`config.mk`:
```
export PLATFORM = sky130hd
export DESIGN_NAME = serial_subtractor
export DESIGN_NICKNAME = d
export VERILOG_FILES = /design/src/rtl/serial_subtractor.sv
export SDC_FILE = /design/constraint.sdc
export NUM_CORES = 1
export LEC_CHECK = 0
export CORE_MARGIN = 1.5
export CORE_UTILIZATION = 45
export CTS_BUF_LIST = sky130_fd_sc_hd__clkbuf_8 sky130_fd_sc_hd__clkbuf_16
export DETAILED_ROUTE_END_ITERATION = 12
export GPL_TIMING_DRIVEN = 0
export PLACE_DENSITY_LB_ADDON = 0.25
export SLEW_MARGIN = 20
export SYNTH_ARGS = -nofsm -noshare
export SYNTH_HDL_FRONTEND = slang
export SYNTH_SLANG_ARGS = --single-unit
export TNS_END_PERCENT = 5
```
`constraint.sdc`:
```
create_clock -name clk -period 1.85 [get_ports clk]
set_input_delay 0.37 -clock clk [delete_from_list [all_inputs] [get_ports clk]]
set_output_delay 0.37 -clock clk [all_outputs]
set_load 0.01 [all_outputs]
```
`src/rtl/serial_subtractor.sv`:
```
// Bit-serial subtractor: computes a - b - bin one bit per clock, LSB first,
// and publishes diff/bout/ovf with a one-cycle done pulse on completion.
module serial_subtractor #(
    parameter int unsigned WIDTH = 8
) (
    input  logic             clk,
    input  logic             rst_n,
    input  logic             start,
    input  logic [WIDTH-1:0] a,
    input  logic [WIDTH-1:0] b,
    input  logic             bin,
    output logic             busy,
    output logic             done,
    output logic [WIDTH-1:0] diff,
    output logic             bout,
    output logic             ovf
);

    localparam int unsigned CW = $clog2(WIDTH + 1);
    localparam logic [CW-1:0] LAST_BIT = CW'(WIDTH - 1);

    typedef enum logic [1:0] {
        S_IDLE  = 2'd0,
        S_SHIFT = 2'd1,
        S_DONE  = 2'd2
    } state_e;

    state_e           state_q;
    logic [WIDTH-1:0] a_q;
    logic [WIDTH-1:0] b_q;
    logic [WIDTH-1:0] res_q;
    logic [CW-1:0]    cnt_q;
    logic             br_q;
    logic             busy_q;
    logic             done_q;
    logic [WIDTH-1:0] diff_q;
    logic             bout_q;
    logic             ovf_q;

    logic             a_bit;
    logic             b_bit;
    logic             d_bit;
    logic             br_d;
    logic [WIDTH-1:0] res_d;

    // Full-subtractor cell on the current LSB; result bits enter at the MSB
    assign a_bit = a_q[0];
    assign b_bit = b_q[0];
    assign d_bit = a_bit ^ b_bit ^ br_q;
    assign br_d  = (~a_bit & b_bit) | (~(a_bit ^ b_bit) & br_q);
    assign res_d = (res_q >> 1) | (WIDTH'(d_bit) << (WIDTH - 1));

    always_ff @(posedge clk or negedge rst_n) begin
        if (!rst_n) begin
            state_q <= S_IDLE;
            a_q     <= '0;
            b_q     <= '0;
            res_q   <= '0;
            cnt_q   <= '0;
            br_q    <= 1'b0;
            busy_q  <= 1'b0;
            done_q  <= 1'b0;
            diff_q  <= '0;
            bout_q  <= 1'b0;
            ovf_q   <= 1'b0;
        end else begin
            case (state_q)
                S_IDLE, S_DONE: begin
                    done_q <= 1'b0;
                    if (start) begin
                        a_q     <= a;
                        b_q     <= b;
                        br_q    <= bin;
                        res_q   <= '0;
                        cnt_q   <= '0;
                        busy_q  <= 1'b1;
                        state_q <= S_SHIFT;
                    end else begin
                        state_q <= S_IDLE;
                    end
                end
                S_SHIFT: begin
                    a_q   <= a_q >> 1;
                    b_q   <= b_q >> 1;
                    br_q  <= br_d;
                    res_q <= res_d;
                    cnt_q <= cnt_q + CW'(1);
                    // ovf compares the borrow into the MSB with the borrow out of it
                    if (cnt_q == LAST_BIT) begin
                        diff_q  <= res_d;
                        bout_q  <= br_d;
                        ovf_q   <= br_q ^ br_d;
                        done_q  <= 1'b1;
                        busy_q  <= 1'b0;
                        state_q <= S_DONE;
                    end
                end
                default: begin
                    busy_q  <= 1'b0;
                    done_q  <= 1'b0;
                    state_q <= S_IDLE;
                end
            endcase
        end
    end

    assign busy = busy_q;
    assign done = done_q;
    assign diff = diff_q;
    assign bout = bout_q;
    assign ovf  = ovf_q;

endmodule

```
==> metrics.yaml <==
setup_viol_count_final: 0
combPwrFrac_pct: 40.9
synth_area_leaders: "dfrtp_1, a22o_1, mux2_2"
clk_path_buf_depth: 2
io_buffers: 31
antenna_cells: 0
drive_gt1_share_pct: 17.4
hpwl_mm: 2.17
critPathRequiredTime_ns: 1.48
crit_path_end: "done"
yosysTopAreaCell: "dfrtp_1"
syn2layout_area_growth_pct: 29.5
fin_setup_tns_ns: 0
cts.sinks: 41
firstDrtPassIters: 4
totalWireLength_mm: 2.97
maxCapViolCount: 0
yosysWarnings: 0
p_clk_share_pct: 18.3
dp.cells: 201
grt_max_degree: 32
ys_seq_area_share_pct: 60.6
reg2reg_setup_slack_ns: 0.29
place_congestion: 0.707
synth_nets: 143
r2r_cells: 4
die_h_microns: 64.3
crit_path_start_kind: "flip-flop"
finalWorstSetupSlack_ns: 0.263
yosys-top-cells-count: "dfrtp_1, a22o_1, a21o_1"
path_depth: 1
die_x_microns: 64.3
viasPerCell: 5.32
grt_pass1_vias: 1092
grt_pass1_wl_mm: 5.19
drc_errors: 0
regArea_sq_um: 1030
place_ws_ns: 0.0158
stdcell_count: 209
multi_input_area_sq_um: 617
synth_cell_types: 24
syn_inst: 121
internal-power_uw: 2560
finClkSkew_ns: 0.00564
async_flop_share_pct: 100
dieArea_sq_um: 4140
n_fill_cell: 309
path_delay_family: "buffers and inverters"
syn_area_per_cell_sq_um: 14.0
slowest_delay_ns: 0.54
synth_area_sq_um: 1690
nets: 183
clkTransAtPathRegs_ns: 0.08
crit_path_max_fanout: 4
start_util_pct: 46.6
path_cells: "clkdlybuf4s50_1"
clk_latency_ns: 0.29
antenna_found_initial: 0
critPathSlowestCell: "clkdlybuf4s50_1"
core_area_sq_um: 3630
clock.fmax_ghz: 0.630
swShare_pct: 31.7
synth_top_area_share_pct: 60.6
io_pins: 32
cp-end-kind: "primary output"
cts_tree: "built"
status: "finished, final reports clean"
crit_start: "done$_DFFE_PN0P_"
worstReg2RegStart: "cnt_q[0]$_DFFE_PN0P_"
ctsResizeCount: 0
drt_iter0_drc: 35
vias: 1112
cts_buffers: 5
p_leak_uw: 0.00106
seqPwrFrac_pct: 40.8
critPathKind: "flip-flop to primary output"
power_uw: 3750
rows: 22
htreeDepth: 2
crit_arrival_ns: 1.22
switching_power_uw: 1190
hold_class: "flip-flop to flip-flop"
peakVddDrop_uv: 784
grt_overflow: 0
fin_crit_sh_pct: 85.8
rsz0062_at_grt: "no"
slew-limit-headroom_pct: 72.4
drtAntennaViolNets: 0
wl_per_cell_microns: 14.2
synth_edf_count: 0
powerDensity_nw_per_um2: 1710
ys_ff_latch: 41
ys.flop_type: "dfrtp_1"
cp_num_buf_inv: 1
finalHoldViolations: 0
r2r_end: "diff[1]$_DFFE_PN0P_"
worstMarginPinSlew_ns: 0.414
grt_usage_pct: 16.8
period_minus_slack_ns: 1.59
root_buffer: "clkbuf_8"
slew_violations: 0
yosysMostFrequentCell: "dfrtp_1"
final cells by class:
| class | instances | area share [%] |
|---|---|---|
| Sequential cell | 41 | 46.8 |
| Inverter | 2 | 0.342 |
| Timing Repair Buffer | 33 | 15.3 |
| Multi-Input combinational cell | 71 | 28.1 |
| Clock buffer | 5 | 3.14 |
| Buffer | 7 | 1.94 |
| Clock inverter | 2 | 1.60 |
| Tap cell | 48 | 2.74 |
layout by cell type, fill, tap and decap left out:
cell,netlist,routed
bufinv_16,0,1
a21o_1,14,14
clkdlybuf4s50_1,0,30
buf_4,1,1
mux2_2,10,10
a221o_1,2,2
nor2b_2,1,1
buf_12,0,1
nand2b_1,2,2
a22o_1,24,24
dlygate4sd3_1,0,1
inv_1,2,2
fa_1,1,1
nor2_4,2,2
nand3b_1,2,2
mux2i_1,2,2
buf_6,1,1
o31ai_1,1,1
nor2_1,2,2
clkinv_2,0,1
buf_2,4,5
o21ai_0,2,2
nand4_1,1,1
ha_1,1,1
nor3_1,1,1
xnor2_1,1,1
dfrtp_1,41,41
clkbuf_8,0,5
nor2b_1,2,2
clkbuf_1,1,1
per-layer routing:
| layer | GRT usage, % | wire length, microns |
|---|---|---|
| met3 | 6.34 | 160 |
| met5 | 0 | 0 |
| met1 | 21.5 | 1360 |
| met4 | 7.18 | 45 |
| met2 | 25.5 | 1410 |
repair_timing:
item	CTS	global route
hold buffers	1	0
setup buffers	0	0
endpoints found under the hold margin	10	0
sequential cells by signal, indices dropped and copies added, names as in the netlist:
signal and count:
b_q 8, busy 1, bout 1, a_q 8, done 1, cnt_q 4, state_q 1, br_q 1
res_q 7, ovf 1, diff 8
worst min-delay path by stage:
stage	endpoint	from	cells after the start
global placement	b_q[6]$_DFFE_PN0P_	b_q[6]$_DFFE_PN0P_	1
CTS	b_q[4]$_DFFE_PN0P_	b_q[4]$_DFFE_PN0P_	1
detailed placement	b_q[0]$_DFFE_PN0P_	rst_n	1
global route	b_q[1]$_DFFE_PN0P_	rst_n	2
finish	b_q[4]$_DFFE_PN0P_	b_q[4]$_DFFE_PN0P_	1
floorplan	a_q[0]$_DFFE_PN0P_	rst_n	0
stage by stage:
stage / hold slack, ns / instance area (sq um) / util (%)
after global routing: 0.495 / 2190 / 60.3
after detailed placement: 0.266 / 2080 / 57.2
final: 0.482 / 2190 / 60.3
after CTS: 0.482 / 2190 / 60.3
after global placement: 0.458 / 2060 / 56.8
after floorplan: 0.0744 / 1690 / -
power by group through the flow:
stage,combinational (uW),clock [uW],sequential (uW)
finish,1530,686,1530
global route,1700,748,1580
CTS,1560,706,1530
detailed placement,1540,0,1550
global placement,1510,0,1530
floorplan,1030,0,1540
cells by family (layout without fill, tap and decap cells):
family,Yosys count,after routing,share of synthesized area [%]
xor+xnor,1,1,0.517
buf+inv,9,49,2.96
compound gates,43,43,20.8
fa+ha+maj,2,2,1.92
simple gates,13,13,5.32
mux,12,12,7.83
flops,41,41,60.6
Note: power is estimated with default switching activity, not from simulation.
